[src/rtl/step_ctrl_pkg.sv]
// Shared types and idle levels for the step_controller run-control front end.
package step_ctrl_pkg;

  typedef enum logic [1:0] {
    OFF  = 2'd0,
    RUN  = 2'd1,
    HALT = 2'd2,
    STEP = 2'd3
  } run_state_t;

  localparam logic PWR_IDLE = 1'b0;
  localparam logic DBG_IDLE = 1'b0;
  localparam logic STP_IDLE = 1'b1;

endpackage

[src/rtl/input_debouncer.sv]
// Two-flop synchroniser followed by a stability filter: the filtered value
// follows the synchronised value once they have differed DEBOUNCE_CYCLES times in a row.
module input_debouncer #(
  parameter int   DEBOUNCE_CYCLES = 4,
  parameter logic IDLE_VAL        = 1'b0
) (
  input  logic clk,
  input  logic rst,
  input  logic raw,
  output logic filt
);

  localparam int CW = (DEBOUNCE_CYCLES > 1) ? $clog2(DEBOUNCE_CYCLES) : 1;
  localparam logic [CW-1:0] LAST = CW'(DEBOUNCE_CYCLES - 1);

  logic          meta;
  logic          sync_q;
  logic          filt_q;
  logic [CW-1:0] cnt;

  // NOTE: every flop in a clocked block uses <= so all of them sample pre-edge values.
  always_ff @(posedge clk or negedge rst) begin
    if (!rst) begin
      meta   <= IDLE_VAL;
      sync_q <= IDLE_VAL;
      filt_q <= IDLE_VAL;
      cnt    <= '0;
    end else begin
      meta   <= raw;
      sync_q <= meta;
      if (sync_q == filt_q) begin
        cnt <= '0;
      end else if (cnt == LAST) begin
        filt_q <= sync_q;
        cnt    <= '0;
      end else begin
        cnt <= cnt + 1'b1;
      end
    end
  end

  assign filt = filt_q;

endmodule

[src/rtl/step_controller.sv]
// Run-control front end: debounced pwr/dbg/stp drive an OFF/RUN/HALT/STEP FSM
// producing the pipeline enable. Define STEP_CTRL_COUNT_EN to build the step counter.
module step_controller
  import step_ctrl_pkg::*;
#(
  parameter int DEBOUNCE_CYCLES = 4,
  parameter int STEP_CYCLES     = 1,
  parameter int CNT_W           = 16
) (
  input  logic             clk,
  input  logic             rst,
  input  logic             pwr,
  input  logic             dbg,
  input  logic             stp,
  output logic             en,
  output logic             step_done,
  output logic             halted,
  output logic [1:0]       state,
  output logic [CNT_W-1:0] step_count
);

  localparam int TW   = (STEP_CYCLES > 1) ? $clog2(STEP_CYCLES) : 1;
  localparam logic [TW-1:0] TLAST = TW'(STEP_CYCLES - 1);
  localparam int WARM = DEBOUNCE_CYCLES + 2;
  localparam int WW   = $clog2(WARM + 1);

  logic pwr_f, dbg_f, stp_f;

  input_debouncer #(.DEBOUNCE_CYCLES(DEBOUNCE_CYCLES), .IDLE_VAL(PWR_IDLE)) u_pwr (
    .clk(clk), .rst(rst), .raw(pwr), .filt(pwr_f));
  input_debouncer #(.DEBOUNCE_CYCLES(DEBOUNCE_CYCLES), .IDLE_VAL(DBG_IDLE)) u_dbg (
    .clk(clk), .rst(rst), .raw(dbg), .filt(dbg_f));
  input_debouncer #(.DEBOUNCE_CYCLES(DEBOUNCE_CYCLES), .IDLE_VAL(STP_IDLE)) u_stp (
    .clk(clk), .rst(rst), .raw(stp), .filt(stp_f));

  // Press detection arms only once the filter has had time to reflect the real
  // pin, so a button held through reset does not count as a press.
  logic [WW-1:0] warm;
  logic          warm_done;
  logic          armed;
  logic          stp_prev;
  logic          press;

  assign warm_done = (warm == WW'(WARM));

  always_ff @(posedge clk or negedge rst) begin
    if (!rst) begin
      warm     <= '0;
      armed    <= 1'b0;
      stp_prev <= STP_IDLE;
      press    <= 1'b0;
    end else begin
      if (!warm_done) warm <= warm + 1'b1;
      armed    <= armed | (warm_done & stp_f);
      stp_prev <= stp_f;
      press    <= armed & stp_prev & ~stp_f;
    end
  end

  run_state_t    state_q, state_d;
  logic [TW-1:0] step_cnt;
  logic          step_last;

  assign step_last = (step_cnt == TLAST);

  always_ff @(posedge clk or negedge rst) begin
    if (!rst) begin
      state_q  <= OFF;
      step_cnt <= '0;
    end else begin
      state_q <= state_d;
      if (state_q != STEP)  step_cnt <= '0;
      else if (!step_last)  step_cnt <= step_cnt + 1'b1;
    end
  end

  // NOTE: next state defaults to the current state before any branch, so no latch is inferred.
  always_comb begin
    state_d = state_q;
    if (!pwr_f) begin
      state_d = OFF;
    end else begin
      case (state_q)
        OFF:     state_d = dbg_f ? HALT : RUN;
        RUN:     if (dbg_f) state_d = HALT;
        HALT:    if (press) state_d = STEP;
                 else if (!dbg_f) state_d = RUN;
        STEP:    if (step_last) state_d = HALT;
        default: state_d = OFF;
      endcase
    end
  end

  // A power loss in the final STEP cycle aborts the step, so no completion pulse.
  assign step_done = (state_q == STEP) && step_last && pwr_f;
  assign en        = (state_q == RUN) || (state_q == STEP);
  assign halted    = (state_q == HALT);
  assign state     = state_q;

`ifdef STEP_CTRL_COUNT_EN
  logic [CNT_W-1:0] count_q;

  always_ff @(posedge clk or negedge rst) begin
    if (!rst) begin
      count_q <= '0;
    end else if (step_done && (count_q != {CNT_W{1'b1}})) begin
      count_q <= count_q + 1'b1;
    end
  end

  assign step_count = count_q;
`else
  assign step_count = '0;
`endif

endmodule

[config.mk]
export PLATFORM = sky130hd
export DESIGN_NAME = step_controller
export DESIGN_NICKNAME = d
export VERILOG_FILES = /design/src/rtl/step_ctrl_pkg.sv /design/src/rtl/input_debouncer.sv /design/src/rtl/step_controller.sv
export SDC_FILE = /design/constraint.sdc
export NUM_CORES = 1
export LEC_CHECK = 0
export ABC_AREA = 1
export CAP_MARGIN = 20
export CELL_PAD_IN_SITES_DETAIL_PLACEMENT = 1
export CELL_PAD_IN_SITES_GLOBAL_PLACEMENT = 2
export CORE_ASPECT_RATIO = 1.1
export CORE_UTILIZATION = 26
export DETAILED_ROUTE_END_ITERATION = 12
export PLACE_DENSITY = 0.83
export SLEW_MARGIN = 20
export SYNTH_ARGS = -nofsm -noshare
export SYNTH_HDL_FRONTEND = slang
export SYNTH_SLANG_ARGS = --single-unit
[constraint.sdc]
create_clock -name clk -period 1 [get_ports clk]
set_clock_uncertainty 0.1 [all_clocks]
set_input_delay 0.2 -clock clk [delete_from_list [all_inputs] [get_ports clk]]
set_output_delay 0.2 -clock clk [all_outputs]
set_load 0.005 [all_outputs]
==> results_dict.tcl, run 1 <==
set metrics [dict create \
    status "finished, violations left" \
    violations "setup timing" \
    slowest_stage "dfrtp_1" \
    yosysMostFrequentCell "dfrtp_1" \
    grt_pass1_wl_um 3310 \
    dpl-instance-area_um2 1210 \
    whs_ps 216 \
    ant_nets 0 \
    avgSynthCellArea_um2 10.6 \
    synth_edf_count 0 \
    path_class "reg -> out" \
    ys_ff_latch 23 \
    h-tree-depth 1 \
    drtIter0Drc 9 \
    path_cells "buf_4 > inv_2 > nor3_2 > buf_2" \
    setup_slack_ps -414 \
    num_rows 23 \
    num-fill-cells 424 \
    wl_per_cell_um 11.3 \
    io_pins 26 \
    fin_area_um2 1520 \
    worst_ep_arrival_time_ps 1110 \
    vdd_drop_max_mv 0.483 \
    area_growth_pct 46.3 \
    synth-async-reset-ratio 1.00 \
    period_needed_ps 1410 \
    fin_crit_sh 1.41 \
    hold_class "in -> async" \
    leakage_nw 0.710 \
    clk_path_buf_depth 2 \
    grt_pass1_vias 761 \
    yosys.area.top_type_share 0.458 \
    cts_root_buffer "clkbuf_8" \
    crit_buf_inv 3 \
    finish.utilization 0.406 \
    yosysTopAreaCell "dfrtp_1" \
    hpwl_um 1410 \
    regToRegSetupSlack_ps -310 \
    seq_area_frac_synth 0.559 \
    synth_cells 98 \
    grt_start_max_net_pins 13 \
    worstReg2RegStart "state[1]" \
    cp-start-kind "register" \
    cp.required_ps 700 \
    drv_cap 0 \
    synthTopCellsByArea "dfrtp_1 46%, buf_4 12%, dfstp_2 10%" \
    clk_pin_slew_worst_paths_ps 80 \
    synthesis.area_um2 1040 \
    cts_buffers 3 \
    finalPower_w 0.00385 \
    wirelength_um 2070 \
    firstDrtPassIters 2 \
    port_buffers 9 \
    ys_warn_count 0 \
    dp.cells 165 \
    layout.cells.non_filler 184 \
    antenna_found_initial 0 \
    setup_viol 11 \
    clk_latency_ps 270 \
    reg2reg_to "state[1]" \
    cts_sinks 23 \
    initial_core_util 0.278 \
    dieArea_um2 4250 \
    rsz0062_at_grt "true" \
    gp_congestion 0.722 \
    cpPeakStageDelay_ps 390 \
    slew_viol_final 0 \
    grt_usage 0.105 \
    critPathMaxFanout 3 \
    r2r_cells 7 \
    hold_viol 0 \
    n_antenna_cell 0 \
    synthDistinctLibCells 21 \
    routed_via_density 3.86 \
    fmax_mhz 707 \
    fp.dieW_um 62.3 \
    fin_nets 145 \
    power.density_nw_per_um2 2530 \
    cp-end-kind "output pin" \
    dr_total_vias 711 \
    grt_overflow 0 \
    final_layout_size_suffix_gt1_frac 0.463 \
    drc_errors 0 \
    core_um2 3740 \
    cp_top_family "flip-flops" \
    cts_tree "built" \
    fp.dieH_um 68.3 \
    ys.flop_type "dfrtp_1" \
    synth_common_cells "19 x dfrtp_1, 16 x buf_4, 13 x nand2_1" \
]
## cell type report
| type | count | area, µm² | area share |
|---|---|---|---|
| Sequential cell | 23 | 582 | 0.383 |
| Inverter | 10 | 40.0 | 0.0264 |
| Timing Repair Buffer | 34 | 308 | 0.203 |
| Tap cell | 50 | 62.6 | 0.0412 |
| Multi-Input combinational cell | 63 | 482 | 0.317 |
| Clock buffer | 4 | 45.0 | 0.0297 |
## worst max-delay path by stage
stage / startpoint / endpoint / slack [ps] / cells after the start
6_report: state[0] / step_done / -410 / 4
5_1_grt: state[0] / step_done / -470 / 4
4_1_cts: state[0] / step_done / -390 / 4
3_5_place_dp: state[0] / step_done / -460 / 3
3_3_place_gp: state[0] / step_done / -390 / 3
2_1_floorplan: state[1] / state[1] / -80 / 6
## what timing repair did
item                                    CTS  global route
hold buffers                              0             0
endpoints found under the setup margin   17            19
setup buffers                            11             6
pin swaps                                 9             9
resized for setup                        40            16
## per-layer routing
layer / up-vias / global-route usage / part of all wire
met5: - / 0 / 0
met3: 6 / 0.0217 / 0.027
met2: 15 / 0.206 / 0.58
li1: 341 / - / -
met4: 0 / 0.0698 / 0.029
met1: 349 / 0.103 / 0.36
## flip-flops by register name (all words and copies together) (netlist names), 2 cells and up
signal,flops
u_stp.cnt,2
u_dbg.cnt,2
warm,3
state,2
u_pwr.cnt,2
## power by group
group	total, W	internal [W]	leakage, nW	switching (W)
logic	0.00188	0.00108	0.418	0.000800
registers	0.00140	0.00120	0.269	0.000199
clock network	0.000575	0.000285	0.0228	0.000290
## cell usage in the layout (no fill, tap or decap), drive strengths merged
cell and n:
a21oi 3, buf 30, clkbuf 4, clkdlybuf4s50 4, conb 16, dfrtp 19
dfstp 4, ha 5, inv 10, nand2 15, nand3 3, nor2 7
nor3 5, o21ai 3, o21bai 1, xnor2 4, xor2 1
## logic make-up after synthesis
kind of cell / synth area share
AO/OA/AOI/OAI: 0.0470
flip-flops: 0.559
other: 0.00361
buffers and inverters: 0.155
XOR/XNOR: 0.0422
adder cells (fa/ha/maj): 0.0602
AND/OR/NAND/NOR: 0.133
## per-stage QoR
| stage | TNS, ps | setup WS, ps |
|---|---|---|
| 6_report | -2570 | -414 |
| 5_1_grt | -3240 | -475 |
| 4_1_cts | -2420 | -389 |
| 3_5_place_dp | -2270 | -464 |
| 3_3_place_gp | -1790 | -386 |
| 2_1_floorplan | -185 | -81.0 |
Power figures use the tool's default switching activity.
==> inputs of run 2 (changes only) <==
--- a/config.mk
+++ b/config.mk
@@ -5,15 +5,14 @@
 export SDC_FILE = /design/constraint.sdc
 export NUM_CORES = 1
 export LEC_CHECK = 0
-export ABC_AREA = 1
 export CAP_MARGIN = 20
 export CELL_PAD_IN_SITES_DETAIL_PLACEMENT = 1
 export CELL_PAD_IN_SITES_GLOBAL_PLACEMENT = 2
 export CORE_ASPECT_RATIO = 1.1
-export CORE_UTILIZATION = 26
+export CORE_UTILIZATION = 27
 export DETAILED_ROUTE_END_ITERATION = 12
-export PLACE_DENSITY = 0.83
-export SLEW_MARGIN = 20
+export PLACE_DENSITY = 0.84
+export SLEW_MARGIN = 30
 export SYNTH_ARGS = -nofsm -noshare
 export SYNTH_HDL_FRONTEND = slang
 export SYNTH_SLANG_ARGS = --single-unit
==> run 2 against run 1 <==
The flow still finishes with violations (setup timing); via count fell by 15%; highest routed layer unchanged; flip-flop and latch count did not move; clock-buffer cell count did not move; design area fell by 8.2%; non-clock buffer count fell by 8; sequential share of layout area rose by 3.4 points; first-iteration DRC count fell by 44%; utilization rose by 0.23 points.
==> results_dict.tcl, run 2 <==
set metrics [dict create \
    n_antenna_cell 0 \
    swShare 0.312 \
    hold_class "in -> async" \
    largest_register_ffs 3 \
    grt_overflow 0 \
    antenna_found_initial 0 \
    fp.dieW_um 59.5 \
    synth_common_cells "19 x dfrtp_1, 16 x buf_4, 5 x ha_1, 5 x nand2_1, 5 x nor2b_1" \
    seqPwrFrac 0.441 \
    final_layout_size_suffix_gt1_frac 0.486 \
    p_int_w 0.00223 \
    fmax_mhz 718 \
    fin_area_um2 1390 \
    yosysTopAreaCell "dfrtp_1" \
    fp.dieH_um 65.2 \
    num_rows 22 \
    p_sw_w 0.00101 \
    critPathMaxFanout 3 \
    final_common_cell "dfrtp_1" \
    hpwl_um 1060 \
    violations "setup timing" \
    grt_pass1_wl_um 2940 \
    avgSynthCellArea_um2 12.4 \
    layout_common_cells "18 x dfrtp_1, 16 x conb_1, 11 x buf_4, 9 x buf_6" \
    worst_ep_arrival_time_ps 1090 \
    period_needed_ps 1390 \
    ant_nets 0 \
    clkPwrFrac 0.132 \
    clk_latency_ps 310 \
    synthesis.area_um2 981 \
    h-tree-depth 1 \
    pwr-share-comb 0.427 \
    core_um2 3410 \
    cts_tree "built" \
    grt_usage 0.107 \
    cp-end-kind "output pin" \
    clk_path_buf_depth 2 \
    setup_slack_ps -392 \
    cp-start-kind "register" \
    wirelength_um 1860 \
    status "finished, violations left" \
    drc_errors 0 \
    grt_start_max_net_pins 24 \
    area_growth_pct 42.1 \
    ys_warn_count 0 \
    synth_edf_count 0 \
    yosys.area.top_type_share 0.485 \
    fin_crit_sh 1.39 \
    dpl-instance-area_um2 1160 \
    cts_root_buffer "clkbuf_4" \
    yosysMostFrequentCell "dfrtp_1" \
    synth_cells 79 \
    io_pins 26 \
    wl_per_cell_um 12.0 \
    leakage_nw 0.641 \
    seq_area_frac_synth 0.592 \
    slew_viol_final 0 \
    hold_viol 0 \
    path_class "reg -> out" \
    rsz0062_at_grt "true" \
    vdd_drop_max_mv 0.666 \
    cts_buffers 3 \
    clk_pin_slew_worst_paths_ps 120 \
    gp_congestion 0.613 \
    ys_ff_latch 23 \
    synthDistinctLibCells 21 \
    cp.required_ps 700 \
    holdBufCountCts 0 \
    port_buffers 9 \
    synth-async-reset-ratio 1.00 \
    dp.cells 142 \
    fin_nets 118 \
    firstDrtPassIters 2 \
    synthTopCellsByArea "dfrtp_1 48%, buf_4 12%, dfstp_2 11%" \
    ys.flop_type "dfrtp_1" \
    layout.cells.non_filler 155 \
    dieArea_um2 3880 \
    regMostFlops "warm" \
    initial_core_util 0.287 \
    cts_sinks 23 \
    setup_viol 13 \
    grt_pass1_vias 642 \
    drv_cap 0 \
    num-fill-cells 395 \
    dr_total_vias 605 \
    routed_via_density 3.90 \
    power.density_nw_per_um2 2320 \
    drtIter0Drc 5 \
]
==> run 2: cell count changes in the layout (fill, tap and decap cells not counted), moves of 3 or more <==
cell      change
buf_4         -5
clkbuf_4      +3
clkbuf_8      -3
inv_1         -5
nand2_1       -7
nand2_2       -3
nor2_1        -3
==> run 2: worst paths after layout <==
kind	slack, ps	endpoint	cells past startpoint	start
min in group clk	180	u_stp.meta	1	stp
worst min-delay path	120	u_stp.cnt[1]	2	rst
worst max-delay path	-390	step_done	3	state[1]
worst max register to register	-210	state[0]	4	state[0]
worst min register to register	260	u_pwr.sync_q	0	u_pwr.meta
max in group asynchronous	460	stp_prev	2	rst
==> run 2: timing repair <==
action	in CTS	in global routing
pin swaps	7	4
buffers inserted	8	3
endpoints found under the setup margin	16	20
gates resized for setup	35	16
==> run 2: logic make-up after synthesis <==
logic type               after synthesis  synth area share
XOR/XNOR                               4            0.0357
AND/OR/NAND/NOR                       16            0.0918
multiplexers                           2            0.0217
flip-flops                            23             0.592
AO/OA/AOI/OAI                          7            0.0497
buffers and inverters                 21             0.142
adder cells (fa/ha/maj)                5            0.0638
other                                  1           0.00382
==> run 2: routing by layer <==
metal,vias up,global-route usage,routed length [µm]
met5,-,0,0
met4,0,0.0714,76
met1,300,0.115,631
met2,20,0.187,1070
met3,6,0.0177,79
li1,279,-,-
==> run 2: worst max-delay path, cell delays in order (launching register included) <==
cell	delay, ps
dfrtp_1	420
buf_6	120
and3_4	130
buf_6	110
==> run 2: area by class of cell <==
cell class	instances	area, µm²	area share
Sequential cell	23	582	0.417
Multi-Input combinational cell	50	462	0.331
Clock buffer	4	26.3	0.0189
Timing Repair Buffer	26	249	0.179
Tap cell	48	60.1	0.0431
Inverter	4	15.0	0.0108
==> run 2: power by group through the flow <==
stage / sequential (W) / clock, W / combinational, W
global placement: 0.00133 / 0 / 0.000780
detailed placement: 0.00136 / 0 / 0.000822
finish: 0.00143 / 0.000426 / 0.00138
floorplan: 0.00137 / 0 / 0.000429
global route: 0.00146 / 0.000499 / 0.00154
CTS: 0.00137 / 0.000460 / 0.00104
==> run 2: through the flow <==
| stage | util | power, W | setup WS, ps | hold WS [ps] | TNS, ps |
|---|---|---|---|---|---|
| after floorplan | - | 0.00180 | -20.4 | -196 | -20.4 |
| after global placement | 0.339 | 0.00211 | -296 | 235 | -1240 |
| after detailed placement | 0.339 | 0.00218 | -307 | 236 | -1390 |
| after CTS | 0.376 | 0.00287 | -420 | 105 | -2110 |
| after global routing | 0.408 | 0.00350 | -459 | 111 | -3180 |
| final | 0.408 | 0.00323 | -392 | 121 | -2420 |
